**src/rtl/fifo_rd_packer_pkg.sv**
```systemverilog
// ============================================================================
// Module      : fifo_rd_packer_pkg
// Description : Shared bounds and helper functions for the FIFO read packer.
// Revision    : 1.0 - initial release
// ============================================================================
`default_nettype none

package fifo_rd_packer_pkg;

    localparam int c_PACK_MIN = 2;
    localparam int c_PACK_MAX = 8;

    // Width of a counter that must represent 0..n inclusive.
    function automatic int cnt_width(input int n);
        return $clog2(n + 1);
    endfunction

    // One bit of a keep mask: lanes below the fill count carry data.
    function automatic logic keep_mask_bit(input int cnt, input int lane);
        return (lane < cnt);
    endfunction

endpackage

`default_nettype wire

```
**src/rtl/rd_out_stage.sv**
```systemverilog
// ============================================================================
// Module      : rd_out_stage
// Description : Valid/ready holding register for one packed output beat.
// Revision    : 1.0 - initial release
// ============================================================================
`default_nettype none

module rd_out_stage #(
    parameter int DATA_W = 32,
    parameter int LANES  = 4
) (
    input  logic              clk,
    input  logic              rst,
    input  logic              i_load,
    input  logic [DATA_W-1:0] i_data,
    input  logic [LANES-1:0]  i_keep,
    input  logic              i_last,
    input  logic              i_ready,
    output logic              o_valid,
    output logic [DATA_W-1:0] o_data,
    output logic [LANES-1:0]  o_keep,
    output logic              o_last
);

    logic              r_valid;
    logic [DATA_W-1:0] r_data;
    logic [LANES-1:0]  r_keep;
    logic              r_last;

    // A load wins over a handshake so back-to-back beats keep valid high.
    always_ff @(posedge clk) begin
        if (rst) begin
            r_valid <= 1'b0;
            r_data  <= '0;
            r_keep  <= '0;
            r_last  <= 1'b0;
        end else if (i_load) begin
            r_valid <= 1'b1;
            r_data  <= i_data;
            r_keep  <= i_keep;
            r_last  <= i_last;
        end else if (r_valid && i_ready) begin
            r_valid <= 1'b0;
        end
    end

    assign o_valid = r_valid;
    assign o_data  = r_data;
    assign o_keep  = r_keep;
    assign o_last  = r_last;

endmodule

`default_nettype wire

```
**src/rtl/fifo_rd_packer.sv**
```systemverilog
// ============================================================================
// Module      : fifo_rd_packer
// Description : Pops words from an async FIFO read port and packs pack_Count
//               of them per output beat, with flush of partial beats.
// Revision    : 1.0 - initial release
// ============================================================================
`default_nettype none

module fifo_rd_packer
    import fifo_rd_packer_pkg::*;
#(
    parameter int data_Size  = 8,
    parameter int pack_Count = 4
) (
    input  logic                          r_Clk,
    input  logic                          r_Rst,
    input  logic                          fifo_Empty,
    input  logic [data_Size-1:0]          read_Data,
    output logic                          r_Inc,
    input  logic                          flush_Req,
    output logic [data_Size*pack_Count-1:0] out_Data,
    output logic [pack_Count-1:0]         out_Keep,
    output logic                          out_Last,
    output logic                          out_Valid,
    input  logic                          out_Ready
);

    localparam int              c_CW   = cnt_width(pack_Count);
    localparam int              c_BW   = data_Size * pack_Count;
    localparam logic [c_CW-1:0] c_FULL = c_CW'(pack_Count);
    localparam logic [c_CW-1:0] c_ONE  = c_CW'(1);

    logic [c_CW-1:0]   r_acc_cnt;
    logic [c_CW-1:0]   w_cnt_next;
    logic [c_CW-1:0]   w_wr_lane;
    logic              r_flush_pend;
    logic              w_out_free;
    logic              w_move;
    logic              w_pop;
    logic              w_flush_set;
    logic [c_BW-1:0]   r_acc;
    logic [c_BW-1:0]   w_beat_data;
    logic [pack_Count-1:0] w_keep;

    assign w_out_free = ~out_Valid | out_Ready;
    assign w_move     = w_out_free &
                        ((r_acc_cnt == c_FULL) | (r_flush_pend & (r_acc_cnt != '0)));
    assign w_pop      = ~r_Rst & ~fifo_Empty & ~r_flush_pend &
                        ((r_acc_cnt < c_FULL) | w_move);
    assign r_Inc      = w_pop;

    // A pop that coincides with a move starts the next beat in lane 0.
    assign w_wr_lane  = w_move ? '0 : r_acc_cnt;

    always_comb begin
        w_cnt_next = r_acc_cnt;
        if (w_move && w_pop) begin
            w_cnt_next = c_ONE;
        end else if (w_move) begin
            w_cnt_next = '0;
        end else if (w_pop) begin
            w_cnt_next = r_acc_cnt + c_ONE;
        end
    end

    assign w_flush_set = flush_Req & ~r_flush_pend & (w_cnt_next != '0);

    always_ff @(posedge r_Clk) begin
        if (r_Rst) begin
            r_acc_cnt    <= '0;
            r_flush_pend <= 1'b0;
        end else begin
            r_acc_cnt <= w_cnt_next;
            if (w_flush_set) begin
                r_flush_pend <= 1'b1;
            end else if (w_move) begin
                r_flush_pend <= 1'b0;
            end
        end
    end

    always_ff @(posedge r_Clk) begin
        if (r_Rst) begin
            r_acc <= '0;
        end else begin
            for (int i = 0; i < pack_Count; i++) begin
                if (w_pop && (w_wr_lane == c_CW'(i))) begin
                    r_acc[i*data_Size +: data_Size] <= read_Data;
                end
            end
        end
    end

    // Lanes beyond the fill count are zeroed so stale words never leak out.
    generate
        for (genvar g = 0; g < pack_Count; g++) begin : g_lane
            assign w_keep[g] = keep_mask_bit(int'(r_acc_cnt), g);
            assign w_beat_data[g*data_Size +: data_Size] =
                w_keep[g] ? r_acc[g*data_Size +: data_Size] : '0;
        end
    endgenerate

    rd_out_stage #(
        .DATA_W (c_BW),
        .LANES  (pack_Count)
    ) u_out_stage (
        .clk     (r_Clk),
        .rst     (r_Rst),
        .i_load  (w_move),
        .i_data  (w_beat_data),
        .i_keep  (w_keep),
        .i_last  (r_flush_pend),
        .i_ready (out_Ready),
        .o_valid (out_Valid),
        .o_data  (out_Data),
        .o_keep  (out_Keep),
        .o_last  (out_Last)
    );

endmodule

`default_nettype wire

```
**config.mk**
```make
export PLATFORM = sky130hd
export DESIGN_NAME = fifo_rd_packer
export DESIGN_NICKNAME = d
export VERILOG_FILES = /design/src/rtl/fifo_rd_packer_pkg.sv /design/src/rtl/rd_out_stage.sv /design/src/rtl/fifo_rd_packer.sv
export SDC_FILE = /design/constraint.sdc
export NUM_CORES = 1
export LEC_CHECK = 0
export BUFFER_PORTS_ARGS = -buffer_cell sky130_fd_sc_hd__buf_2
export CAP_MARGIN = 0
export CORE_MARGIN = 1
export CORE_UTILIZATION = 40
export CTS_CLUSTER_SIZE = 28
export DETAILED_ROUTE_END_ITERATION = 8
export PLACE_DENSITY_LB_ADDON = 0.08
export SLEW_MARGIN = 10
export SYNTH_ARGS = -nofsm -noshare
export SYNTH_HDL_FRONTEND = slang
export SYNTH_SLANG_ARGS = --single-unit
export TNS_END_PERCENT = 10
```
**constraint.sdc**
```tcl
create_clock -name r_Clk -period 2.2 [get_ports r_Clk]
set_clock_uncertainty 0.1 [all_clocks]
set_input_delay 0.22 -clock r_Clk [delete_from_list [all_inputs] [get_ports r_Clk]]
set_output_delay 0.22 -clock r_Clk [all_outputs]
set_load 0.005 [all_outputs]
```
==> run metrics <==
outcome=finished, final reports clean; post-synth top area cell=dfxtp_1; detailed-route via count=2,335; initial core utilization=41.4%; Reg clk slew, reported paths=80 ps; critical-path cell list=inv_1 -> ha_1 -> nor2b_1 -> o211ai_1 -> a21oi_1 -> buf_2; vias in the first global route=2,105; Die X=85.9 µm; vias per cell=5.09; Setup TNS=0 ps; Relative slew margins=54.4%; synth top area cells=dfxtp_1 53%, mux2i_1 8.9%, a21oi_1 6.9%, nand3_1 6.0%, nor2_1 4.4%; Worst Reg-to-Reg Cells=4; post-synthesis sequential area ratio=between 50% and 60%; R2R Setup Slk=240 ps; largest net degree at the start of global routing=between 40 and 50; share of post-route cells with drive strength above 1=23.7%; P_sw=674 µW; Nets=373; Leak Pwr=0.00154 µW; Post-CTS Setup Repair Bufs=0; Max stage delay on crit path=330 ps; CP Capture Type=output port; core box area=~6800 µm²; post-synthesis cell type count=35; Post-Syn Area per Cell=9.23 µm²; commonest non-fill, non-tap cell in the layout=dfxtp_1; I/O pin total=52; post-layout minimum cycle time=1990 ps; final instance area=3450 µm²; clk sinks=74; drt total wl=6590 µm; Slew @ Worst Pin=roughly 700 ps; cts hold-fix bufs=0; Sw Share=23.1%; Die Y-Extent=85.9 µm; most frequent cells in the layout=74 x dfxtp_1, 51 x buf_2, 39 x a21oi_1, 34 x nand3_1, 33 x nor2_1; final setup fails=0; P&R area growth vs syn=22.5%; Max-Cap Viols=0; drt first-iter violations=98; first-pass GRT wire length=around 11,000 µm; Cell Area, Synth=2810 µm²; Min-Delay Endpoint=r_flush_pend$_SDFFE_PP0P_; Congestion Overflow GR=0; Synth Flop Type=dfxtp_1; worst vdd ir=approximately 0.0003 V; hold_sp=flush_Req; Mapped Cells=about 310; drt pass-1 iters=4; Antenna Nets Post-Route=0; clk_lat worst skew=between 300 and 400 ps; htree depth=3; CP arrival=1670 ps; Final Cycle Share=90.6%; CP Class=register to output port; CP Launch Type=register; Crit Reg-Reg Endpoint=r_acc[16]$_SDFFE_PP0P_; HP Class=input port to register; port bufs=51; Mapped Nets=320; Comb power frac=roughly 8.5%; CP max stage cell=dfxtp_1; max-slew violation count=0; CTS tree=yes; GP Congestion=0.804; clk buf depth=2; Post-synth EDFFs=0; reg2reg start=r_flush_pend$_SDFFE_PP0P_; dpl cell area=3200 µm²; CTS root buffer=clkbuf_8; total CTS buffers=9; Synthesis Warnings=0; area fraction of the dominant cell type after synthesis=between 50% and 60%; FMAX=0.502 GHz; Int Power=2240 µW; post-CTS sizing=0; Ant. Diodes=0; Clock power frac=44.0%; Async SR Flop Fraction=0%; Die ar.=between 7000 and 8000 µm²; WHS Path Cells=3; Residual DRC=0; HPWL Detailed=4480 µm; register bit total from synthesis=74; Pwr Density=~850 nW/µm²; Total GRT Usage=19.1%; cell row count=30; wire length per cell=14.4 µm; initial antenna violation count=0; Sequential Power Share=47.4%; final hold violation count=0; Worst Path Required=1880 ps; Crit Path Max Fanout=4; RSZ-0062 raised after global routing=no
worst max-delay path, delay by kind of cell (launching register included):
kind | cells | cell delay, ps
buffers and inverters | 2 | 220
flip-flops | 1 | 330
AO/OA/AOI/OAI | 2 | 340
AND/OR/NAND/NOR | 1 | 220
adder cells (fa/ha/maj) | 1 | 210
logic make-up (layout without fill, tap and decap cells):
group / count (synthesis) / count (layout) / synth area share, %
flops: 74 / 74 / 52.6
mux: 26 / 26 / 9.29
compound gates: 66 / 66 / 14.7
buf+inv: 26 / 84 / 4.22
simple gates: 111 / 111 / 18.2
fa+ha+maj: 2 / 2 / 0.889
cell type report:
cell class	count	area, µm²
flip-flops and latches	74	1480
multi-input cells	205	1210
clock buffers	12	145
clock inverters	4	98.8
inverters	2	7.51
repair buffers	66	380
fillers	658	3350
well taps	96	120
through the flow:
stage | util (%) | total power [µW] | cells | hold WS [ps] | setup WS [ps]
after floorplan | - | 1570 | 305 | 264 | 185
after global placement | 47.0 | 1660 | 442 | 337 | 255
after detailed placement | 47.0 | 1660 | 442 | 341 | 220
after CTS | 50.6 | 2940 | 458 | 50.2 | 5.18
after global routing | 50.7 | 3030 | 459 | 107 | 33.8
final | 50.7 | 2910 | 459 | 62.0 | 206
sequential cells by signal, summed over array words and instances (netlist names):
name and flops:
r_acc 32, r_acc_cnt 3, r_flush_pend 1, u_out_stage.o_data 32, u_out_stage.o_keep 4, u_out_stage.o_last 1, u_out_stage.o_valid 1
power by group through the flow:
stage | combinational, µW | sequential (µW) | clock (µW)
after floorplan | 163 | 1410 | 0
after CTS | 248 | 1380 | 1310
after global routing | 276 | 1390 | 1370
final | 249 | 1380 | 1280
after detailed placement | 246 | 1410 | 0
after global placement | 244 | 1410 | 0
metal layers:
metal	vias to the layer above	GRT usage (%)	wire [µm]
met5	-	0	0
met4	0	7.73	76
met3	6	3.75	226
met2	48	27.8	2890
met1	1102	27.6	3400
li1	1179	-	-
cell usage after synthesis (all sizes together) (2+ instances only):
cell type and instances:
nor3 6, dfxtp 74, o211ai 9, mux2i 25, buf 13, nand3 34
a211oi 2, nor2 33, a22o 8, a21oi 39, or3 2, ha 2
nand2 29, clkbuf 11, inv 2, nor2b 2
worst max path at each step:
stage	endpoint	slack, ps	start
floorplan	r_Inc	190	r_acc_cnt[0]$_SDFF_PP0_
global placement	r_acc[23]$_SDFFE_PP0P_	250	r_flush_pend$_SDFFE_PP0P_
detailed placement	r_acc[18]$_SDFFE_PP0P_	220	r_flush_pend$_SDFFE_PP0P_
CTS	r_Inc	5	r_acc_cnt[0]$_SDFF_PP0_
global route	r_Inc	30	r_acc_cnt[0]$_SDFF_PP0_
finish	r_Inc	210	r_acc_cnt[0]$_SDFF_PP0_
No activity file was read; power rests on OpenSTA's default activity.
